**config.mk**
```make
export PLATFORM = sky130hd
export DESIGN_NAME = mem_arbiter
export DESIGN_NICKNAME = d
export VERILOG_FILES = /design/src/rtl/mem_arb_pkg.sv /design/src/rtl/mem_arbiter_rr_arb2.sv /design/src/rtl/mem_arbiter.sv
export SDC_FILE = /design/constraint.sdc
export NUM_CORES = 1
export LEC_CHECK = 0
export ABC_AREA = 1
export ABC_CLOCK_PERIOD_IN_PS = 1800
export BUFFER_PORTS_ARGS = -buffer_cell sky130_fd_sc_hd__buf_2
export CAP_MARGIN = 20
export CELL_PAD_IN_SITES_DETAIL_PLACEMENT = 1
export CELL_PAD_IN_SITES_GLOBAL_PLACEMENT = 1
export CORE_MARGIN = 2
export CORE_UTILIZATION = 33
export CTS_CLUSTER_SIZE = 14
export DETAILED_ROUTE_END_ITERATION = 10
export PLACE_DENSITY = 0.79
export SKIP_LAST_GASP = 1
export SYNTH_ARGS = -nofsm -noshare
export SYNTH_HDL_FRONTEND = slang
export SYNTH_SLANG_ARGS = --single-unit
```
**constraint.sdc**
```tcl
create_clock -name clk -period 1.8 [get_ports clk]
set_input_delay 0.36 -clock clk [delete_from_list [all_inputs] [get_ports clk]]
set_output_delay 0.36 -clock clk [all_outputs]
set_load 0.03 [all_outputs]
```
**src/rtl/mem_arb_pkg.sv**
```systemverilog
// mem_arb_pkg: shared FSM state encoding and owner constants for mem_arbiter
package mem_arb_pkg;

    typedef enum logic [1:0] {
        IDLE    = 2'd0,
        ACCESS  = 2'd1,
        CAPTURE = 2'd2
    } state_t;

    localparam logic OWNER_CPU = 1'b0;
    localparam logic OWNER_DBG = 1'b1;

endpackage

```
**src/rtl/mem_arbiter_rr_arb2.sv**
```systemverilog
// rr_arb2: two-request round-robin picker with last-served register
// Ports: clk, reset (async active-low), req[0]=CPU / req[1]=loader,
//        lock (mask CPU while loader was last served), advance (a grant is
//        taken this cycle), valid (some request eligible), pick (winner index).
module rr_arb2
    import mem_arb_pkg::*;
(
    input  logic       clk,
    input  logic       reset,
    input  logic [1:0] req,
    input  logic       lock,
    input  logic       advance,
    output logic       valid,
    output logic       pick
);

    logic       last;
    logic [1:0] eff;

    // Lock keeps the loader as owner by hiding the CPU request.
    assign eff   = {req[1], req[0] & ~(lock & (last == OWNER_DBG))};
    assign valid = |eff;
    assign pick  = &eff ? ~last : eff[1];

    // Reset to loader so the CPU wins the first tie.
    always_ff @(posedge clk or negedge reset)
        if (!reset)
            last <= OWNER_DBG;
        else if (advance)
            last <= pick;

endmodule

```
**src/rtl/mem_arbiter.sv**
```systemverilog
// mem_arbiter: two-port (CPU / loader) arbiter in front of a single-port RAM
// Ports: clk, reset (async active-low);
//        cpu_req/we/addr/wdata -> cpu_ack (1-cycle pulse), cpu_rdata (held);
//        dbg_req/we/addr/wdata -> dbg_ack, dbg_rdata; dbg_lock (only with
//        MEM_ARB_LOCK_EN defined) grants the loader exclusive ownership;
//        ram_addr/ram_wdata/ram_write -> RAM, ram_rdata <- RAM (registered);
//        busy (not IDLE), owner (0 = CPU, 1 = loader, current or last grant).
// Each access runs IDLE -> ACCESS -> CAPTURE, ack one cycle after CAPTURE.
module mem_arbiter
    import mem_arb_pkg::*;
#(
    parameter int ADDR_W = 32,
    parameter int DATA_W = 32
) (
    input  logic              clk,
    input  logic              reset,
    input  logic              cpu_req,
    input  logic              cpu_we,
    input  logic [ADDR_W-1:0] cpu_addr,
    input  logic [DATA_W-1:0] cpu_wdata,
    output logic              cpu_ack,
    output logic [DATA_W-1:0] cpu_rdata,
    input  logic              dbg_req,
    input  logic              dbg_we,
    input  logic [ADDR_W-1:0] dbg_addr,
    input  logic [DATA_W-1:0] dbg_wdata,
    output logic              dbg_ack,
    output logic [DATA_W-1:0] dbg_rdata,
`ifdef MEM_ARB_LOCK_EN
    input  logic              dbg_lock,
`endif
    output logic [ADDR_W-1:0] ram_addr,
    output logic [DATA_W-1:0] ram_wdata,
    output logic              ram_write,
    input  logic [DATA_W-1:0] ram_rdata,
    output logic              busy,
    output logic              owner
);

    state_t            state, state_nxt;
    logic              lat_we;
    logic [ADDR_W-1:0] lat_addr;
    logic [DATA_W-1:0] lat_wdata;
    logic              lock, gnt_valid, gnt_idx, grant;

`ifdef MEM_ARB_LOCK_EN
    assign lock = dbg_lock;
`else
    assign lock = 1'b0;
`endif

    assign grant = (state == IDLE) && gnt_valid;

    // A port in its ack cycle is not eligible: its held req is the old request.
    rr_arb2 u_rr (
        .clk     (clk),
        .reset   (reset),
        .req     ({dbg_req & ~dbg_ack, cpu_req & ~cpu_ack}),
        .lock    (lock),
        .advance (grant),
        .valid   (gnt_valid),
        .pick    (gnt_idx)
    );

    always_ff @(posedge clk or negedge reset)
        if (!reset)
            state <= IDLE;
        else
            state <= state_nxt;

    always_comb
        state_nxt = (state == IDLE)   ? (grant ? ACCESS : IDLE) :
                    (state == ACCESS) ? CAPTURE : IDLE;

    always_comb begin
        busy      = state != IDLE;
        ram_write = (state == ACCESS) && lat_we;
        ram_addr  = (state != IDLE) ? lat_addr  : '0;
        ram_wdata = (state != IDLE) ? lat_wdata : '0;
    end

    always_ff @(posedge clk or negedge reset)
        if (!reset) begin
            lat_we    <= 1'b0;
            lat_addr  <= '0;
            lat_wdata <= '0;
            owner     <= OWNER_CPU;
            cpu_ack   <= 1'b0;
            dbg_ack   <= 1'b0;
            cpu_rdata <= '0;
            dbg_rdata <= '0;
        end else begin
            cpu_ack <= (state == CAPTURE) && (owner == OWNER_CPU);
            dbg_ack <= (state == CAPTURE) && (owner == OWNER_DBG);
            if (grant) begin
                owner     <= gnt_idx;
                lat_we    <= gnt_idx ? dbg_we    : cpu_we;
                lat_addr  <= gnt_idx ? dbg_addr  : cpu_addr;
                lat_wdata <= gnt_idx ? dbg_wdata : cpu_wdata;
            end
            // RAM data registered during ACCESS is valid throughout CAPTURE.
            if (state == CAPTURE && !lat_we) begin
                if (owner == OWNER_DBG)
                    dbg_rdata <= ram_rdata;
                else
                    cpu_rdata <= ram_rdata;
            end
        end

endmodule
```
# [After elaboration in Yosys (flattened, before gate mapping)]
# Cells that the tools add are included.
[op_classes] n_eq_ne=2 muxes=9 n_bitwise=6 n_reduce_logical=12
[op_table] cell="two-way mux 32 bit" count=4
[op_table] cell="AND reduction 2 bit" count=3
[op_table] cell="logical AND 1 bit" count=5
[op_table] cell="two-way mux 2 bit" count=2
[op_table] cell="NOT 1 bit" count=4
[op_table] cell="two-way mux 1 bit" count=3
[op_table] cell="bitwise AND 1 bit" count=2
[op_table] cell="== test 2 x 1 -> 1 bit (second input constant)" count=1
[op_table] cell="== test 2 bit (second input constant)" count=1
[op_table] cell="logical NOT 2 bit" count=1
[op_table] cell="nonzero test 2 bit" count=1
[op_table] cell="OR reduction 2 bit" count=1
[op_table] cell="logical NOT 1 bit" count=1
[totals] regBits=135

# [Logic depth before layout (Yosys ltp)]
# Gate-level depths: netlist of the first run.
[logic_depth] depth_word=6 depth_mapped=9

# [Modules after synthesis]
# A second synthesis of the first run with hierarchy kept.
[hier_totals] hier_cells=941 area_unflattened_um2=6671.4
[modules_own_cells] mod="mem_arbiter" instances=1 cells_each=930 area_each_um2=6601.3
[modules_own_cells] mod="rr_arb2" instances=1 cells_each=11 area_each_um2=70.1

# [Worst setup path after synthesis of the first run]
# Ideal clock, no wire load.
[synth_timing] path_kind="register to output" start="reg state[0]" end="out ram_wdata[22]" arrival_time_ns=1.205 required_time_ns=1.440 setup_slack_ns=0.235 stages_incl_launch_ff=5 cell_sequence="dfrtp_1 -> nor2_2 -> buf_2 -> buf_2 -> nor2_1"
[synth_between] elab_chain_len=2
[synth_rtl] element="start: declaration" line_no="mem_arbiter.sv:40" source="state_t state, state_nxt;"
[synth_rtl] element="start signal: assignment" line_no="mem_arbiter.sv:69" source="state <= state_nxt;"
[synth_rtl] element="nonzero test 2 bit" line_no="mem_arbiter.sv:79" source="ram_wdata = (state != IDLE) ? lat_wdata : '0;"
[synth_rtl] element="two-way mux 32 bit" line_no="mem_arbiter.sv:79"
[synth_rtl] element="end: declaration" line_no="mem_arbiter.sv:33" source="output logic [DATA_W-1:0] ram_wdata,"
# No other way between the ends.

# [Worst setup path in the final report of the first run]
[layout_timing] start="reg state[0]" end="out ram_addr[14]"
[layout_between] elab_chain_len=2
[layout_rtl] element="nonzero test 2 bit" line_no="mem_arbiter.sv:78" source="ram_addr = (state != IDLE) ? lat_addr : '0;"
[layout_rtl] element="two-way mux 32 bit" line_no="mem_arbiter.sv:78"
[layout_rtl] element="end: declaration" line_no="mem_arbiter.sv:32" source="output logic [ADDR_W-1:0] ram_addr,"
# No other way between the ends.

==> results of run 1 <==
cells by family (layout without fill, tap and decap cells):
family,count (synthesis),in the layout
buffers and inverters,290,595
flip-flops,135,135
other,0,3
AO/OA/AOI/OAI,65,65
AND/OR/NAND/NOR,471,471
final timing paths:
check	start	endpoint	cells after the start
max in group asynchronous	reset	u_rr.last	3
hold reg to reg	lat_wdata[26]	lat_wdata[26]	2
min in group asynchronous	reset	dbg_rdata[16]	2
setup / recovery	state[0]	ram_addr[14]	5
hold / removal	ram_rdata[23]	dbg_rdata[23]	3
setup reg to reg	state[0]	lat_addr[16]	8
state kept, by name, indices dropped and copies added, names as in the netlist:
register   flops
cpu_ack        1
cpu_rdata     32
dbg_ack        1
dbg_rdata     32
lat_addr      32
lat_wdata     32
lat_we         1
owner          1
state          2
u_rr.last      1
metal layers:
metal	vias to the layer above	track usage (%)	share of wire, %
met5	-	0	0.046
met4	2	8.86	3.1
met3	43	3.19	4.9
met2	214	38.1	50
met1	3310	26.1	42
li1	3418	-	-
tightest hold or removal path, stage by stage:
cell	delay (ns)
buf_2	0.10
inv_1	0.06
o21ai_1	0.06
layout make-up:
| class | instances | area [um2] |
|---|---|---|
| clock buffers | 23 | 478 |
| diodes | 3 | 7.51 |
| well taps | 270 | 338 |
| flip-flops and latches | 135 | 3380 |
| multi-input cells | 536 | 2410 |
| fillers | 2660 | 10600 |
| inverters | 236 | 886 |
| repair buffers | 327 | 2030 |
| clock inverters | 9 | 163 |
power groups by stage:
stage | Combinational [mW] | Sequential (mW) | Clock [mW]
2_1_floorplan | 5.53 | 6.79 | 0
3_3_place_gp | 9.96 | 5.39 | 0
3_5_place_dp | 10.2 | 5.46 | 0
4_1_cts | 10.8 | 5.44 | 3.86
5_1_grt | 12.3 | 5.63 | 3.99
6_report | 11.3 | 5.43 | 3.77
repair_timing:
action,CTS,global route
pin swaps,1,1
endpoints found under the setup margin,63,66
endpoints found under the hold margin,32,0
cloned,3,1
hold buffers,1,0
resized for setup,10,70
setup buffers,5,0
per-stage QoR:
stage	utilization, %	hold WS (ns)
after detailed placement	42.8	0.290
after global placement	42.8	0.290
after global routing	47.7	0.202
after floorplan	-	0.0644
after CTS	46.7	0.190
final	47.7	0.209
placed cells by master (no fill, tap or decap), drive strengths merged, types with 2 or more instances in the layout:
cell type,instances
nand3,133
clkinv,2
nor2,70
clkbuf,24
diode,3
dfrtp,134
inv,238
bufinv,4
o21ai,65
buf,325
nand2,266
==> impl_metrics.tcl, run 1 <==
set metrics [dict create \
    status "finished with violations" \
    violations "setup timing" \
    hpwl_um 16600 \
    die_area_um2 21900 \
    p_switching_mw 9.88 \
    final.setup.worst_slack_ns -0.0891 \
    ir_drop_uv 859 \
    async_flop_share_pct 100 \
    instances_no_fill 1539 \
    seq_area_frac_synth_pct 49.3 \
    synth.cell_area_um2 6850 \
    hold_viol 0 \
    synth_edf_count 0 \
    drtIter0Drc 169 \
    synth_largest_area_cell "dfrtp_1" \
    powerDensity_nw_per_um2 2120 \
    postPlaceCellArea_um2 8690 \
    synth_top_family_by_area "simple AND/OR/NAND/NOR gates" \
    post-route-period-util_pct 105 \
    area_delta_synth_final_pct 41.4 \
    synth_nets 1127 \
    fin_nets 1419 \
    synth_area_leaders "dfrtp_1, nand2_1, inv_1" \
    die_w_um 148 \
    p_clk_share_pct 18.4 \
    placedCellCount 1494 \
    portBuffers 298 \
    synthAdderAreaFrac_pct 0 \
    synth_xor_area_share_pct 0 \
    finalWirelength_um 23900 \
    avgSynthCellArea_um2 7.13 \
    yosys_warnings 0 \
    synthFlopType "dfrtp_1" \
    cap_violations 0 \
    rsz0062_at_grt "yes" \
    placementRows 52 \
    cts_tree "built" \
    dp_slack_ns 0.249 \
    r2r_slack_ns 0.19 \
    grt_pass1_vias 7489 \
    critPathKind "flip-flop to primary output" \
    power_mw 20.5 \
    firstDrtPassIters 4 \
    start_util_pct 33.8 \
    max_slew_margin_pct 74.0 \
    critPathTopFamily "buffers and inverters" \
    cp-start-kind "flip-flop" \
    seq_power_share_pct 26.4 \
    setup_tns_ns -4.18 \
    avgViaCountPerCell 4.54 \
    leakagePower_nw 5.92 \
    clock-root-buffer "clkbuf_16" \
    max_freq_mhz 529 \
    grtUsageTotal_pct 21.5 \
    ys_types 20 \
    stdcell_area_um2 9690 \
    clkSinkCount 135 \
    wire_per_inst_um 15.5 \
    gp_congestion 0.790 \
    max_slew.worst_pin.slew_ns 0.390 \
    cp_num_buf_inv 3 \
    synth_cells 961 \
    clockBufferDepth 2 \
    cp.arrival_ns 1.53 \
    grt_max_degree 67 \
    skew_ns 0.0121 \
    max_stage_delay_ns 0.42 \
    cp_max_fo 8 \
    combPwrFrac_pct 55.2 \
    grt-ovfl-total 0 \
    htreeDepth 4 \
    ant_nets 0 \
    drv_slew 0 \
    netlist_top_cells_count "nand2_1, inv_1, dfrtp_1, nand3_1, nor2_1" \
    via_count 6987 \
    layout-drive-gt1-share_pct 30.2 \
    synth_top_cell_area_share_pct 48.9 \
    drcViolationCount 0 \
    cp-end-kind "primary output" \
    slowest_stage "dfrtp_2" \
    p_sw_share_pct 48.2 \
    grt_pass1_wl_um 37400 \
    intPower_mw 10.6 \
    hold_path_class "primary input to flip-flop" \
    ioPinCount 299 \
    clk_latency_ns 0.41 \
    cts_buffers 17 \
    setup_viol 65 \
    core_um2 20300 \
    synth_compound_area_share_pct 4.75 \
    synthMostInstantiatedCell "nand2_1" \
    period_needed_ns 1.89 \
    die_h_um 148 \
    crit_chain "nor2_4 > buf_6 > buf_16 > nor2_1 > buf_4" \
    synth-simple-area-share_pct 28.9 \
    muxShareOfSynthArea_pct 0 \
    antenna_found_initial 4 \
    clkSlewWorstSetupHoldPaths_ns 0.06 \
    crit_required_ns 1.44 \
    ys_seq_elements 135 \
]
Note: power is estimated with default switching activity, not from simulation.
==> run 2, diff against run 1 <==
--- a/config.mk
+++ b/config.mk
@@ -16,6 +16,7 @@
 export CTS_CLUSTER_SIZE = 14
 export DETAILED_ROUTE_END_ITERATION = 10
 export PLACE_DENSITY = 0.79
+export SKIP_CTS_REPAIR_TIMING = 1
 export SKIP_LAST_GASP = 1
 export SYNTH_ARGS = -nofsm -noshare
 export SYNTH_HDL_FRONTEND = slang
==> impl_metrics.tcl, run 2 (synthesized netlist as in run 1, its figures left out) <==
set metrics [dict create \
    grt_pass1_vias 7419 \
    setup_viol 65 \
    critPathKind "flip-flop to primary output" \
    drtIter0Drc 239 \
    skew_ns 0.0125 \
    layout_common_cells "buf_2, nand2_1, inv_1" \
    cts_buffers 17 \
    clk_latency_ns 0.41 \
    grt-ovfl-total 0 \
    status "finished with violations" \
    die_h_um 148 \
    portBuffers 298 \
    clkSinkCount 135 \
    clkSlewWorstSetupHoldPaths_ns 0.06 \
    drcViolationCount 0 \
    final.setup.worst_slack_ns -0.115 \
    via_count 6960 \
    grt_pass1_wl_um 36300 \
    ant_nets 0 \
    cp-end-kind "primary output" \
    crit_chain "nor2_4 > buf_6 > clkbuf_16 > nor2_2 > buf_6" \
    fin_nets 1418 \
    avgViaCountPerCell 4.53 \
    cap_violations 0 \
    hold_start "ram_rdata[23]" \
    power_mw 20.5 \
    ir_drop_uv 796 \
    area_delta_synth_final_pct 41.5 \
    die_w_um 148 \
    firstDrtPassIters 4 \
    max_slew.worst_pin.slew_ns 0.395 \
    violations "setup timing" \
    post-route-period-util_pct 106 \
    max_slew_margin_pct 73.6 \
    finalWirelength_um 23600 \
    crit_required_ns 1.44 \
    critPathCapture "ram_wdata[24]" \
    cts_tree "built" \
    max_stage_delay_ns 0.44 \
    cp_max_fo 8 \
    antenna_found_initial 4 \
    ioPinCount 299 \
    clock-root-buffer "clkbuf_16" \
    drv_slew 0 \
    grt_max_degree 67 \
    reg2reg_to "lat_addr[16]" \
    clockBufferDepth 2 \
    cp.arrival_ns 1.56 \
    finalCoreUtilization_pct 47.8 \
    holdPathStages 3 \
    leakagePower_nw 5.91 \
    hold_path_class "primary input to flip-flop" \
    r2r_cells 9 \
    rsz0062_at_grt "yes" \
    hold_viol 0 \
    hpwl_um 16600 \
    cp-start-kind "flip-flop" \
    gp_congestion 0.790 \
    slowest_stage "dfrtp_2" \
    die_area_um2 21900 \
    max_freq_mhz 522 \
    start_util_pct 33.8 \
    period_needed_ns 1.92 \
    wire_per_inst_um 15.4 \
    htreeDepth 4 \
    placementRows 52 \
    r2r_start "state[1]" \
    powerDensity_nw_per_um2 2110 \
    cp_common_cell "buf_6" \
    layout-drive-gt1-share_pct 30.8 \
    grtUsageTotal_pct 20.7 \
    core_um2 20300 \
    final_common_cell "buf_2" \
    crit_start "state[1]" \
    r2r_slack_ns 0.02 \
]
run 2: changes by cell type in the layout (fill, tap and decap cells not counted), sizes merged:
cell | previous run | this run
buf | 325 | 322
clkbuf | 24 | 26
run 2: how the worst min path moves through the flow:
stage	to
global route	dbg_rdata[15]
floorplan	cpu_ack
finish	dbg_rdata[23]
global placement	cpu_rdata[16]
detailed placement	dbg_rdata[15]
CTS	cpu_rdata[4]
run 2: final cells by class:
type,count,area (um2)
repair buffers,326,2060
multi-input cells,536,2380
clock inverters,9,163
flip-flops and latches,135,3380
fillers,2664,10600
inverters,236,886
clock buffers,23,478
diodes,3,7.51
well taps,270,338
run 2: per-layer routing:
metal	up-vias	wire length, um	track usage, %
li1	3416	-	-
met1	3304	9950	24.8
met2	195	12100	36.6
met3	43	924	3.07
met4	2	696	9.76
met5	-	11	0
run 2: power breakdown:
group          internal, mW  switching [mW]
combinational          3.62            7.62
clock                  2.45            1.32
sequential             4.60           0.849
total                  10.7            9.79
run 2: worst max-delay path: cells and delay by family, from the launching register on:
kind,cells,cell delay (ns)
buffers and inverters,3,0.46
and+or+nand+nor,2,0.24
DFF,1,0.44
run 2: stage by stage:
stage / area (um2) / hold slack [ns] / setup TNS [ns] / setup WS (ns) / instances
final: 9700 / 0.209 / -6.16 / -0.115 / 1538
after global routing: 9700 / 0.202 / -10.23 / -0.169 / 1538
after global placement: 8690 / 0.290 / 0 / 0.319 / 1494
after floorplan: 6850 / 0.0644 / 0 / 0.235 / 961
after CTS: 9330 / -0.155 / -8.83 / -0.173 / 1526
after detailed placement: 8690 / 0.290 / 0 / 0.249 / 1494
==> run 3, diff against run 2 <==
--- a/config.mk
+++ b/config.mk
@@ -12,10 +12,11 @@
 export CELL_PAD_IN_SITES_DETAIL_PLACEMENT = 1
 export CELL_PAD_IN_SITES_GLOBAL_PLACEMENT = 1
 export CORE_MARGIN = 2
-export CORE_UTILIZATION = 33
+export CORE_UTILIZATION = 34
+export CTS_BUF_LIST = sky130_fd_sc_hd__clkbuf_4 sky130_fd_sc_hd__clkbuf_8
 export CTS_CLUSTER_SIZE = 14
 export DETAILED_ROUTE_END_ITERATION = 10
-export PLACE_DENSITY = 0.79
+export PLACE_DENSITY = 0.81
 export SKIP_CTS_REPAIR_TIMING = 1
 export SKIP_LAST_GASP = 1
 export SYNTH_ARGS = -nofsm -noshare
==> impl_metrics.tcl, run 3 (synthesized netlist as in run 1, its figures left out) <==
set metrics [dict create \
    status "finished with violations" \
    violations "setup timing" \
    drtIter0Drc 240 \
    slowest_stage "dfrtp_2" \
    powerDensity_nw_per_um2 2050 \
    crit_required_ns 1.44 \
    grt_max_degree 58 \
    max_slew.worst_pin.slew_ns 0.528 \
    start_util_pct 35.0 \
    hpwl_um 16800 \
    post-route-period-util_pct 106 \
    firstDrtPassIters 4 \
    cp_max_fo 8 \
    skew_ns 0.0113 \
    layout-drive-gt1-share_pct 30.2 \
    grt_pass1_wl_um 36900 \
    antenna_found_initial 3 \
    cap_violations 0 \
    final.setup.worst_slack_ns -0.113 \
    ir_drop_uv 678 \
    finalWirelength_um 23400 \
    drcViolationCount 0 \
    rsz0062_at_grt "yes" \
    die_area_um2 21300 \
    grt-ovfl-total 0 \
    hold_path_class "primary input to flip-flop" \
    cts_buffers 17 \
    period_needed_ns 1.91 \
    finalCoreUtilization_pct 48.2 \
    hold_viol 0 \
    core_um2 19600 \
    ant_nets 0 \
    layout_common_cells "buf_2, nand2_1, inv_1" \
    clkSlewWorstSetupHoldPaths_ns 0.09 \
    cp-end-kind "primary output" \
    area_delta_synth_final_pct 37.9 \
    clockBufferDepth 2 \
    ioPinCount 299 \
    critPathKind "flip-flop to primary output" \
    die_h_um 146 \
    via_count 7017 \
    htreeDepth 4 \
    fin_nets 1423 \
    cp-start-kind "flip-flop" \
    die_w_um 146 \
    nFillCells 2610 \
    clock-root-buffer "clkbuf_8" \
    gp_congestion 0.810 \
    final_common_cell "buf_2" \
    clk_latency_ns 0.45 \
    grt_pass1_vias 7377 \
    cp.arrival_ns 1.55 \
    max_freq_mhz 523 \
    grtUsageTotal_pct 21.5 \
    wire_per_inst_um 15.2 \
    max_slew_margin_pct 64.8 \
    power_mw 19.4 \
    drv_slew 0 \
    portBuffers 298 \
    max_stage_delay_ns 0.43 \
    placementRows 51 \
    clkSinkCount 135 \
    avgViaCountPerCell 4.56 \
    crit_chain "nor2_4 > buf_8 > clkbuf_16 > nor2_1 > buf_4" \
    cts_tree "built" \
    leakagePower_nw 5.84 \
    setup_viol 60 \
]
run 3: cell types whose count changed in the layout (fill, tap and decap cells not counted), sizes merged:
cell | before | now
clkinv | 2 | 0
inv | 238 | 244
buf | 322 | 328
clkinvlp | 1 | 2
clkbuf | 26 | 20
run 3: layout make-up:
| cell class | instances | area (um2) | area share [%] |
|---|---|---|---|
| well taps | 265 | 332 | 3.51 |
| clock buffers | 18 | 248 | 2.62 |
| diodes | 3 | 7.51 | 0.0795 |
| inverters | 236 | 886 | 9.38 |
| clock inverters | 14 | 210 | 2.22 |
| flip-flops and latches | 135 | 3380 | 35.8 |
| multi-input cells | 536 | 2350 | 24.9 |
| repair buffers | 331 | 2030 | 21.5 |
run 3: final timing paths:
check	endpoint	start	slack, ns	depth (start not counted)
hold reg to reg	lat_wdata[27]	lat_wdata[27]	0.48	2
max in group asynchronous	u_rr.last	reset	0.74	3
setup / recovery	ram_wdata[30]	state[1]	-0.11	5
hold / removal	cpu_rdata[6]	ram_rdata[6]	0.17	3
min in group asynchronous	lat_addr[11]	reset	0.40	2
setup reg to reg	lat_addr[14]	state[1]	0.15	8
run 3: worst max-delay path, delay by kind of cell (launching register included):
family,cells,cell delay (ns)
simple gates,2,0.19
buf+inv,3,0.50
flops,1,0.43
run 3: layer usage:
| layer | routed length [um] | GRT usage, % | vias up |
|---|---|---|---|
| li1 | - | - | 3429 |
| met5 | 11 | 0 | - |
| met4 | 657 | 8.40 | 2 |
| met3 | 1070 | 4.61 | 46 |
| met2 | 11900 | 38.1 | 199 |
| met1 | 9750 | 25.6 | 3341 |
run 3: through the flow:
stage	hold slack, ns	std cells	worst slack [ns]	cell area [um2]	setup TNS (ns)
final	0.165	1538	-0.113	9450	-4.84
after global routing	0.147	1538	-0.179	9450	-9.42
after CTS	-0.172	1526	-0.359	9180	-19.48
after detailed placement	0.346	1494	0.143	8720	0
after global placement	0.340	1494	0.197	8720	0
after floorplan	0.0644	961	0.235	6850	0
run 3: report_power, final:
part	total (mW)	switching, mW	internal (mW)
Clock	2.92	1.33	1.59
Combinational	11.0	7.53	3.50
Sequential	5.45	0.866	4.59
